===== src/rtl/exec_pkg.sv =====
// exec_pkg: shared constants and types for the execute stage.
//   - RV32 base opcodes, ALU operation codes, operand bypass selects,
//     the canonical NOP (addi x0,x0,0) and the M-extension funct7.
//   - State enum for the iterative multiply/divide unit.
package exec_pkg;

    localparam logic [6:0] OP_LUI   = 7'b0110111;
    localparam logic [6:0] OP_AUIPC = 7'b0010111;
    localparam logic [6:0] OP_JAL   = 7'b1101111;
    localparam logic [6:0] OP_JALR  = 7'b1100111;
    localparam logic [6:0] OP_BCC   = 7'b1100011;
    localparam logic [6:0] OP_LCC   = 7'b0000011;
    localparam logic [6:0] OP_SCC   = 7'b0100011;
    localparam logic [6:0] OP_MCC   = 7'b0010011;
    localparam logic [6:0] OP_RCC   = 7'b0110011;

    localparam logic [1:0]  BYP_MX   = 2'b01;
    localparam logic [1:0]  BYP_WX   = 2'b10;
    localparam logic [31:0] NOP_INST = 32'h0000_0013;
    localparam logic [6:0]  F7_MDU   = 7'b0000001;

    typedef enum logic [3:0] {
        ALU_ADD, ALU_SUB, ALU_SLL, ALU_SLT, ALU_SLTU,
        ALU_XOR, ALU_SRL, ALU_SRA, ALU_OR, ALU_AND, ALU_PASSB
    } alu_sel_e;

    typedef enum logic [1:0] {IDLE, RUN, DONE} mdu_state_e;

endpackage


===== src/rtl/mdu_iter.sv =====
// mdu_iter: iterative RV32M multiply/divide, one bit per cycle.
//   clk, rst      : clock, synchronous active-high reset
//   start         : an M-extension op is present in X
//   op[2:0]       : funct3 (MUL..REMU)
//   a, b          : rs1 / rs2 operands (held stable by the caller while busy)
//   busy          : stall request (IDLE with start, or RUN)
//   done          : result valid (DONE state)
//   result        : sign-corrected result, registered
// Operands are reduced to magnitudes on entry; the sign is re-applied on
// the final step. Divide-by-zero and signed overflow skip the iteration.
module mdu_iter
    import exec_pkg::*;
#(
    parameter int XLEN = 32
) (
    input  logic            clk,
    input  logic            rst,
    input  logic            start,
    input  logic [2:0]      op,
    input  logic [XLEN-1:0] a,
    input  logic [XLEN-1:0] b,
    output logic            busy,
    output logic            done,
    output logic [XLEN-1:0] result
);
    localparam int CW = $clog2(XLEN);

    mdu_state_e        state_q, state_d;
    logic [CW-1:0]     count_q, count_d;
    logic [2*XLEN-1:0] acc_q, acc_d, step_acc, prod_fix;
    logic [XLEN-1:0]   opb_q, opb_d, res_q, res_d, quot_fix, rem_fix, fin_res;
    logic [XLEN-1:0]   mag_a, mag_b;
    logic [2:0]        op_q, op_d;
    logic              sa_q, sa_d, sb_q, sb_d;
    logic              sign_a, sign_b, div_zero, div_ovf;
    logic [XLEN:0]     mul_sum, div_diff;

    // MULHU, DIVU, REMU treat rs1 as unsigned; MULHSU/MULHU/DIVU/REMU treat rs2 as unsigned.
    assign sign_a   = a[XLEN-1] & ~(op[0] & (op[1] | op[2]));
    assign sign_b   = b[XLEN-1] & ~((~op[2] & op[1]) | (op[2] & op[0]));
    assign mag_a    = sign_a ? -a : a;
    assign mag_b    = sign_b ? -b : b;
    assign div_zero = op[2] & (b == '0);
    assign div_ovf  = op[2] & ~op[0] & (a == {1'b1, {(XLEN-1){1'b0}}}) & (&b);

    // Multiply: low half holds the multiplier, shifted out as the product grows in.
    // Divide: {remainder, dividend/quotient} shifted left, restoring subtract on top.
    assign mul_sum  = {1'b0, acc_q[2*XLEN-1:XLEN]} + (acc_q[0] ? {1'b0, opb_q} : '0);
    assign div_diff = acc_q[2*XLEN-1:XLEN-1] - {1'b0, opb_q};

    always_comb begin
        step_acc = {mul_sum, acc_q[XLEN-1:1]};
        if (op_q[2]) begin
            if (div_diff[XLEN]) step_acc = {acc_q[2*XLEN-2:0], 1'b0};
            else                step_acc = {div_diff[XLEN-1:0], acc_q[XLEN-2:0], 1'b1};
        end
        prod_fix = (sa_q ^ sb_q) ? -step_acc : step_acc;
        quot_fix = (sa_q ^ sb_q) ? -step_acc[XLEN-1:0] : step_acc[XLEN-1:0];
        rem_fix  = sa_q ? -step_acc[2*XLEN-1:XLEN] : step_acc[2*XLEN-1:XLEN];
        case (op_q)
            3'b000:         fin_res = prod_fix[XLEN-1:0];
            3'b100, 3'b101: fin_res = quot_fix;
            3'b110, 3'b111: fin_res = rem_fix;
            default:        fin_res = prod_fix[2*XLEN-1:XLEN];
        endcase
    end

    always_comb begin
        state_d = state_q;
        count_d = count_q;
        acc_d   = acc_q;
        opb_d   = opb_q;
        op_d    = op_q;
        sa_d    = sa_q;
        sb_d    = sb_q;
        res_d   = res_q;
        case (state_q)
            IDLE: if (start) begin
                op_d    = op;
                sa_d    = sign_a;
                sb_d    = sign_b;
                acc_d   = {{XLEN{1'b0}}, mag_a};
                opb_d   = mag_b;
                count_d = '0;
                if (div_zero) begin
                    res_d   = op[1] ? a : '1;
                    state_d = DONE;
                end else if (div_ovf) begin
                    res_d   = op[1] ? '0 : a;
                    state_d = DONE;
                end else begin
                    state_d = RUN;
                end
            end
            RUN: begin
                acc_d   = step_acc;
                count_d = count_q + 1'b1;
                if (count_q == CW'(XLEN-1)) begin
                    res_d   = fin_res;
                    state_d = DONE;
                end
            end
            default: state_d = IDLE;
        endcase
    end

    always_ff @(posedge clk) begin
        if (rst) begin
            state_q <= IDLE;
            count_q <= '0;
            acc_q   <= '0;
            opb_q   <= '0;
            op_q    <= '0;
            sa_q    <= 1'b0;
            sb_q    <= 1'b0;
            res_q   <= '0;
        end else begin
            state_q <= state_d;
            count_q <= count_d;
            acc_q   <= acc_d;
            opb_q   <= opb_d;
            op_q    <= op_d;
            sa_q    <= sa_d;
            sb_q    <= sb_d;
            res_q   <= res_d;
        end
    end

    assign busy   = ((state_q == IDLE) & start) | (state_q == RUN);
    assign done   = (state_q == DONE);
    assign result = res_q;

endmodule


===== src/rtl/execute_mdu.sv =====
// execute_mdu: X stage of the five-stage RISC-V pipeline.
//   Inputs : clk, rst (sync, active-high), PC_d/inst_d/rs1_d/rs2_d from decode,
//            alu_m_bypass/wb_w_bypass with rs1_bypass/rs2_bypass selects.
//   Outputs: PC_x, inst_x, alu_x, rs2_x (store data), valid_x, busy_x (stall),
//            PCSel (redirect), kill_dx (squash D and X), illegal_x.
// Build option EXEC_MDU_EN: when defined the iterative multiply/divide unit is
// present and stalls the front end; otherwise M-extension ops flag illegal_x.
module execute_mdu
    import exec_pkg::*;
#(
    parameter int XLEN = 32
) (
    input  logic            clk,
    input  logic            rst,
    input  logic [XLEN-1:0] PC_d,
    input  logic [XLEN-1:0] rs1_d,
    input  logic [XLEN-1:0] rs2_d,
    input  logic [31:0]     inst_d,
    input  logic [XLEN-1:0] alu_m_bypass,
    input  logic [XLEN-1:0] wb_w_bypass,
    input  logic [1:0]      rs1_bypass,
    input  logic [1:0]      rs2_bypass,
    output logic [XLEN-1:0] PC_x,
    output logic [31:0]     inst_x,
    output logic [XLEN-1:0] alu_x,
    output logic [XLEN-1:0] rs2_x,
    output logic            valid_x,
    output logic            busy_x,
    output logic            PCSel,
    output logic            kill_dx,
    output logic            illegal_x
);
    localparam int SW = $clog2(XLEN);

    logic [XLEN-1:0] pc_q, rs_q [2], rs_src [2];
    logic [31:0]     inst_q;
    logic [1:0]      byp_sel [2];
    logic [6:0]      opcode, funct7;
    logic [2:0]      funct3;
    logic [XLEN-1:0] imm, op_a, op_b, alu_out;
    alu_sel_e        alu_sel;
    logic            is_mdu, br_taken, pcsel_raw, kill_raw;

    assign byp_sel[0] = rs1_bypass;
    assign byp_sel[1] = rs2_bypass;

    for (genvar gi = 0; gi < 2; gi++) begin : g_byp
        assign rs_src[gi] = (byp_sel[gi] == BYP_MX) ? alu_m_bypass :
                            (byp_sel[gi] == BYP_WX) ? wb_w_bypass  :
                            (gi == 0) ? rs1_d : rs2_d;
    end

    // Reset wins over the stall so a mid-operation reset flushes X immediately.
    always_ff @(posedge clk) begin
        if (rst) begin
            pc_q    <= '0;
            inst_q  <= NOP_INST;
            rs_q[0] <= '0;
            rs_q[1] <= '0;
        end else if (!busy_x) begin
            if (kill_dx) begin
                pc_q    <= '0;
                inst_q  <= NOP_INST;
                rs_q[0] <= '0;
                rs_q[1] <= '0;
            end else begin
                pc_q    <= PC_d;
                inst_q  <= inst_d;
                rs_q[0] <= rs_src[0];
                rs_q[1] <= rs_src[1];
            end
        end
    end

    assign opcode = inst_q[6:0];
    assign funct3 = inst_q[14:12];
    assign funct7 = inst_q[31:25];
    assign is_mdu = (opcode == OP_RCC) && (funct7 == F7_MDU);

    always_comb begin
        case (opcode)
            OP_LUI, OP_AUIPC: imm = XLEN'($signed({inst_q[31:12], 12'b0}));
            OP_JAL:  imm = XLEN'($signed({inst_q[31], inst_q[19:12], inst_q[20], inst_q[30:21], 1'b0}));
            OP_BCC:  imm = XLEN'($signed({inst_q[31], inst_q[7], inst_q[30:25], inst_q[11:8], 1'b0}));
            OP_SCC:  imm = XLEN'($signed({inst_q[31:25], inst_q[11:7]}));
            default: imm = XLEN'($signed(inst_q[31:20]));
        endcase
    end

    always_comb begin
        alu_sel = ALU_ADD;
        case (opcode)
            OP_LUI: alu_sel = ALU_PASSB;
            OP_MCC, OP_RCC: begin
                case (funct3)
                    3'b000:  alu_sel = (opcode == OP_RCC && funct7[5]) ? ALU_SUB : ALU_ADD;
                    3'b001:  alu_sel = ALU_SLL;
                    3'b010:  alu_sel = ALU_SLT;
                    3'b011:  alu_sel = ALU_SLTU;
                    3'b100:  alu_sel = ALU_XOR;
                    3'b101:  alu_sel = funct7[5] ? ALU_SRA : ALU_SRL;
                    3'b110:  alu_sel = ALU_OR;
                    default: alu_sel = ALU_AND;
                endcase
            end
            default: alu_sel = ALU_ADD;
        endcase
    end

    assign op_a = (opcode == OP_JAL || opcode == OP_AUIPC || opcode == OP_BCC) ? pc_q : rs_q[0];
    assign op_b = (opcode == OP_RCC) ? rs_q[1] : imm;

    always_comb begin
        case (alu_sel)
            ALU_SUB:   alu_out = op_a - op_b;
            ALU_SLL:   alu_out = op_a << op_b[SW-1:0];
            ALU_SLT:   alu_out = {{(XLEN-1){1'b0}}, $signed(op_a) < $signed(op_b)};
            ALU_SLTU:  alu_out = {{(XLEN-1){1'b0}}, op_a < op_b};
            ALU_XOR:   alu_out = op_a ^ op_b;
            ALU_SRL:   alu_out = op_a >> op_b[SW-1:0];
            ALU_SRA:   alu_out = $unsigned($signed(op_a) >>> op_b[SW-1:0]);
            ALU_OR:    alu_out = op_a | op_b;
            ALU_AND:   alu_out = op_a & op_b;
            ALU_PASSB: alu_out = op_b;
            default:   alu_out = op_a + op_b;
        endcase
    end

    always_comb begin
        case (funct3)
            3'b000:  br_taken = (rs_q[0] == rs_q[1]);
            3'b001:  br_taken = (rs_q[0] != rs_q[1]);
            3'b100:  br_taken = ($signed(rs_q[0]) <  $signed(rs_q[1]));
            3'b101:  br_taken = ($signed(rs_q[0]) >= $signed(rs_q[1]));
            3'b110:  br_taken = (rs_q[0] <  rs_q[1]);
            3'b111:  br_taken = (rs_q[0] >= rs_q[1]);
            default: br_taken = 1'b0;
        endcase
    end

    assign kill_raw  = (opcode == OP_JALR) || (opcode == OP_BCC && br_taken);
    assign pcsel_raw = kill_raw || (opcode == OP_JAL);
    assign PCSel     = pcsel_raw & ~busy_x;
    assign kill_dx   = kill_raw & ~busy_x;

`ifdef EXEC_MDU_EN
    logic            mdu_busy, mdu_done;
    logic [XLEN-1:0] mdu_result;

    mdu_iter #(.XLEN(XLEN)) u_mdu (
        .clk    (clk),
        .rst    (rst),
        .start  (is_mdu),
        .op     (funct3),
        .a      (rs_q[0]),
        .b      (rs_q[1]),
        .busy   (mdu_busy),
        .done   (mdu_done),
        .result (mdu_result)
    );

    assign busy_x    = mdu_busy;
    assign valid_x   = ~is_mdu | mdu_done;
    assign illegal_x = 1'b0;
    assign alu_x     = is_mdu ? mdu_result : alu_out;
`else
    assign busy_x    = 1'b0;
    assign valid_x   = 1'b1;
    assign illegal_x = is_mdu;
    assign alu_x     = is_mdu ? '0 : alu_out;
`endif

    assign PC_x   = pc_q;
    assign inst_x = inst_q;
    assign rs2_x  = rs_q[1];

endmodule


===== config.mk =====
export PLATFORM = sky130hd
export DESIGN_NAME = execute_mdu
export DESIGN_NICKNAME = d
export VERILOG_FILES = /design/src/rtl/exec_pkg.sv /design/src/rtl/mdu_iter.sv /design/src/rtl/execute_mdu.sv
export SDC_FILE = /design/constraint.sdc
export NUM_CORES = 1
export LEC_CHECK = 0
export CAP_MARGIN = 0
export CORE_MARGIN = 2
export CORE_UTILIZATION = 54
export CTS_CLUSTER_DIAMETER = 50
export DETAILED_ROUTE_END_ITERATION = 6
export PLACE_DENSITY_LB_ADDON = 0.05
export SLEW_MARGIN = 10
export SYNTH_ARGS = -nofsm -noshare
export SYNTH_HDL_FRONTEND = slang
export SYNTH_SLANG_ARGS = --single-unit

===== constraint.sdc =====
create_clock -name clk -period 14.93 [get_ports clk]
set_clock_uncertainty 0.15 [all_clocks]
set_input_delay 2.986 -clock clk [delete_from_list [all_inputs] [get_ports clk]]
set_output_delay 2.986 -clock clk [all_outputs]
set_load 0.01 [all_outputs]

# Yosys cells after proc, flatten, opt, wreduce, memory -nomap -nowiden
# Memories as Yosys holds them, arrays and structs flattened.
# Cells that the tools add are included.
# totals
register_bits	64
ram_bits	64
output_inout_bits	133
wordCells	90
mem_count	1
# memory_table
name	depth	width	rd	rd_clocked_by_memory_dff	wr	line	rtl
rs_q	2	32	2	0	2	execute_mdu.sv:35	logic [XLEN-1:0] pc_q, rs_q [2], rs_src [2];
# classes
n_addsub	2
magnitude_cmp	6
eq_ne	32
shift	3
muxes	26
bitwise	7
n_reduce_logical	11
# op_table
operator	n
2-to-1 mux 32 bit	11
one-hot mux 32 bit (10 select lines)	1
< comparator 32 bit	4
one-hot mux 31 bit (4 select lines)	1
>= comparator 32 bit	2
adder 32 bit	1
AND 32 bit	1
== test 32 bit	1
inequality test 32 bit	1
bitwise OR 32 bit	1
<< shifter 32 x 5 -> 32 bit	1
>> shifter 32 x 5 -> 32 bit	1
>>> shifter 32 x 5 -> 32 bit	1
subtractor 32 bit	1
bitwise XOR 32 bit	1
one-hot mux 4 bit (7 select lines)	1
== test 7 x 6 -> 1 bit (second input constant)	3
== test 7 bit (second input constant)	3
== test 4 x 3 -> 1 bit (second input constant)	4
== test 7 x 5 -> 1 bit (second input constant)	2
== test 3 bit (second input constant)	4
== test 4 bit (second input constant)	3
2-to-1 mux 1 bit	10
== test 4 x 2 -> 1 bit (second input constant)	2
other kinds (13)	26

# Depth between registers and ports, before layout
# An unclocked memory read counts as a cell.
# depth
word_depth	10
depth_mapped	24

# Worst setup path after synthesis
# OpenSTA, ideal clock, no wires.
# synth_path
path_kind	flip-flop to output port
start	register inst_q[3] (netlist: inst_x[3])
end	output port alu_x[24]
arrival_ps	4685
t_required_ps	11794
slack_ps	7109
path_stages_with_launch	25
cell_sequence	dfxtp_1 -> buf_6 -> and3b_1 -> buf_2 -> and2_1 -> buf_6 -> a22oi_1 -> and2_1 -> buf_4 -> buf_6 -> buf_6 -> buf_4 -> buf_2 -> ha_1 -> clkbuf_1 -> or3_1 -> a31oi_1 -> o211ai_1 -> a211oi_1 -> o2111ai_1 -> a311oi_1 -> nor3_1 -> o2111ai_1 -> o41ai_1 -> a21oi_1
# synth_via
elab_chain_len	8
elab_cells_between_ends	39
cone_classes	add/sub (2); eq/ne (17); shift (3); mux (8); bitwise (3); reduce/logical (6)
# synth_rtl
element	line	rtl
from (decl)	execute_mdu.sv:36	logic [31:0] inst_q;
from (signal assigned)	execute_mdu.sv:68	inst_q <= inst_d;
branches (longest 7 deep; another with adder 32 bit)	--	
2-to-1 mux 32 bit (*)	execute_mdu.sv:170	assign alu_x = is_mdu ? '0 : alu_out;
to (decl)	execute_mdu.sv:25	output logic [XLEN-1:0] alu_x,
# Mark *: on every way between the ends.

# Worst setup path after layout
# layout_path
start	register inst_q[2] (netlist: inst_x[2])
end	output port alu_x[29]
# The elaborated chain is that of the path after synthesis.

==> results.py <==
metrics = {
    "status": {
        "status": "complete, but fails checks",
        "violations": "DRC",
    },
    "cts": {
        "htreeDepth": 4,
        "clockBufferDepth": 2,
        "cts-root-buf": "clkbuf_16",
        "ctsHoldBuffers": 0,
        "cts_setup_buffers": 0,
        "cts_sinks": 128,
        "cts_tree": "done",
        "cts_made_buffers": 17,
        "clk_pin_slew_ns": 0.06,
        "clock_latency_ns": 0.44,
        "postCtsResizedCells": 0,
    },
    "critical_path": {
        "crit_cells": 17,
        "crit_family": "compound AO/OA/AOI/OAI gates",
        "start_kind": "flop",
        "arrival_ns": 7.43,
        "cpMaxStageDelayCell": "dfxtp_1",
        "cp-end-kind": "primary output",
        "critPathMaxFanout": 47,
        "required_ns": 11.79,
        "worstPathCellList": "and4bb_2 > and2_1 > buf_4 > a22oi_1 > and2_2 > buf_4 > inv_4 > ha_1 > o311ai_0 > o21ai_0 > nor2_1 > o21a_1 > o31a_1 > o21ai_0 > xnor2_1 > a211oi_1 > clkdlybuf4s50_1",
        "path_buf_inv": 4,
        "crit_type": "flop to primary output",
        "reg2regPathDepth": 12,
        "slowest_delay_ns": 0.77,
    },
    "finish": {
        "nets": 2888,
        "multi_input_area_sq_mm": 0.0132,
        "final_area_sq_mm": 0.0217,
        "ff_latch_area_sq_mm": 0.00320,
        "area_delta_synth_final_pct": 22.3,
        "n_fill_cell": 2486,
        "post-route-util": 0.668,
        "fin_cells": 3020,
        "drive_gt1_frac": 0.0680,
    },
    "place": {
        "place_area_sq_mm": 0.0211,
        "portBuffers": 328,
        "place.gp.congestion": 1.09,
        "preCtsSetupSlack_ns": 5.14,
        "hpwl_mm": 67.9,
        "place_inst": 2982,
    },
    "logic_synthesis": {
        "netlist_instances": 2316,
        "synthFlopType": "edfxtp_1",
        "synth_edf_count": 64,
        "yosysMostFrequentCell": "a211oi_1",
        "syn_avg_cell_area_sq_um": 7.65,
        "ys_top_cells_by_area": "edfxtp_1, ha_1, mux2i_1",
        "netlist_area_sq_mm": 0.0177,
        "synth_top_area_frac": 0.108,
        "ys_async_sr_fraction": 0,
        "ys_types": 97,
        "yosysTopAreaCell": "edfxtp_1",
        "yosys_warnings": 0,
        "yosys-top-cells-count": "a211oi_1, mux2i_1, o21ai_0, a21oi_1, nor2_1",
        "ys_ff_latch": 128,
        "ys_seq_area_frac": 0.181,
    },
    "grt": {
        "grt_usage": 0.508,
        "grt_pass1_wl_mm": 129,
        "grt_max_degree": 97,
        "grt_pass1_vias": 20499,
        "antenna_found_initial": 7,
        "grt_overflow": 0,
    },
    "power_and_ir_drop": {
        "leakagePower_nw": 8.70,
        "netSwitchingFraction": 0.429,
        "power_density_mw_per_mm2": 84.4,
        "p_clk_frac": 0.236,
        "power_mw": 1.83,
        "power_frac_comb": 0.526,
        "p_seq_frac": 0.237,
        "p_int_mw": 1.04,
        "power.switching_uw": 785,
        "ir_worst_vdd_mv": 0.0825,
    },
    "timing": {
        "fin_crit_sh": 0.708,
        "setup_tns_ns": 0,
        "setup_viol": 0,
        "finalCriticalPeriod_ns": 10.57,
        "fmax_ghz": 0.0946,
        "hold_viol": 0,
        "slew_headroom": 0.135,
        "worst_pin_slew_ns": 1.26,
        "rsz0062_at_grt": "no",
        "slew_viol_final": 0,
        "worst_slack_ns": 4.36,
        "hold-worst-slack_ns": 1.20,
    },
    "detailed_routing": {
        "avgViaCountPerCell": 7.17,
        "vias": 21639,
        "drc": 25,
        "drt_iter0_markers": 3576,
        "antenna_left": 0,
        "wirelength_mm": 90.1,
        "first_pass_iters": 7,
        "wl_per_cell_um": 29.8,
    },
    "worst_hold_path": {
        "hp-class": "flop to flop",
        "worstHoldPathCells": 6,
    },
    "floorplanning": {
        "rows": 66,
        "die_area_sq_mm": 0.0343,
        "chipHeight_um": 185,
        "fp.coreArea_sq_mm": 0.0325,
        "die_w_um": 185,
        "boundaryPins": 331,
        "start_util": 0.546,
    },
    "flow_run": {
        "cap_violations": 0,
    },
}
## cells by family after synthesis
family	share of synthesized area
flip-flops	0.181
AO/OA/AOI/OAI	0.303
XOR/XNOR	0.0173
other	0.000424
adder cells (fa/ha/maj)	0.0933
buffers and inverters	0.0909
multiplexers	0.107
AND/OR/NAND/NOR	0.207
## worst min-delay path: stages, from the launching register on
cell	delay, ns
dfxtp_1	0.30
buf_4	0.23
nand2_1	0.10
nor2_1	0.06
a21oi_1	0.31
a211oi_4	0.23
nand2b_1	0.09
## registers in the layout, indices dropped and copies added, names as in the netlist
signal,cells
rs_q,64
PC_x,32
inst_x,32
## cells in the final DEF (no fill, tap or decap), types with 28 or more instances in the layout
| master | netlist | layout |
|---|---|---|
| o211ai_1 | 58 | 58 |
| a21o_1 | 28 | 28 |
| conb_1 | 2 | 66 |
| clkdlybuf4s50_1 | 0 | 324 |
| and2_1 | 75 | 73 |
| a21oi_1 | 144 | 144 |
| nor3_1 | 51 | 50 |
| nor2b_1 | 83 | 83 |
| inv_1 | 129 | 129 |
| nand2_1 | 129 | 128 |
| ha_1 | 129 | 129 |
| xnor2_1 | 29 | 29 |
| nand3_1 | 73 | 73 |
| a211oi_1 | 164 | 164 |
| mux2i_1 | 149 | 149 |
| dfxtp_1 | 64 | 64 |
| o21ai_0 | 147 | 147 |
| edfxtp_1 | 64 | 64 |
| nand4_1 | 28 | 28 |
| mux2_2 | 32 | 32 |
| buf_4 | 44 | 49 |
| nor2_1 | 140 | 138 |
## power by group through the flow
stage / Clock (mW) / Combinational, mW / Sequential (mW)
after floorplan: 0 / 0.559 / 0.423
after global placement: 0 / 0.884 / 0.436
after detailed placement: 0 / 0.904 / 0.437
after CTS: 0.432 / 0.916 / 0.430
after global routing: 0.446 / 1.00 / 0.434
final: 0.432 / 0.963 / 0.434
## per-layer routing
layer | track usage | vias to the layer above | routed length (um)
li1 | - | 9032 | -
met1 | 0.596 | 9991 | 30700
met2 | 0.767 | 2029 | 38400
met3 | 0.149 | 587 | 12100
met4 | 0.412 | 0 | 8880
met5 | 0.00741 | - | 0
## worst paths after layout
| kind | from | endpoint | slack (ns) |
|---|---|---|---|
| worst min-delay path | inst_x[13] | inst_x[1] | 1.20 |
| worst max register to register | rs_q[0][9] | PC_x[16] | 10.12 |
| worst min register to register | inst_x[13] | inst_x[1] | 1.20 |
| worst max-delay path | inst_x[2] | alu_x[29] | 4.36 |
## final cells by class
cell class / instances / share of cell area
Timing Repair Buffer: 375 / 0.167
Clock buffer: 21 / 0.0208
Multi-Input combinational cell: 1902 / 0.608
Inverter: 135 / 0.0235
Tap cell: 442 / 0.0255
Antenna cell: 6 / 0.000692
Sequential cell: 128 / 0.148
Clock inverter: 11 / 0.00641
(Power assumes the default switching activity.)
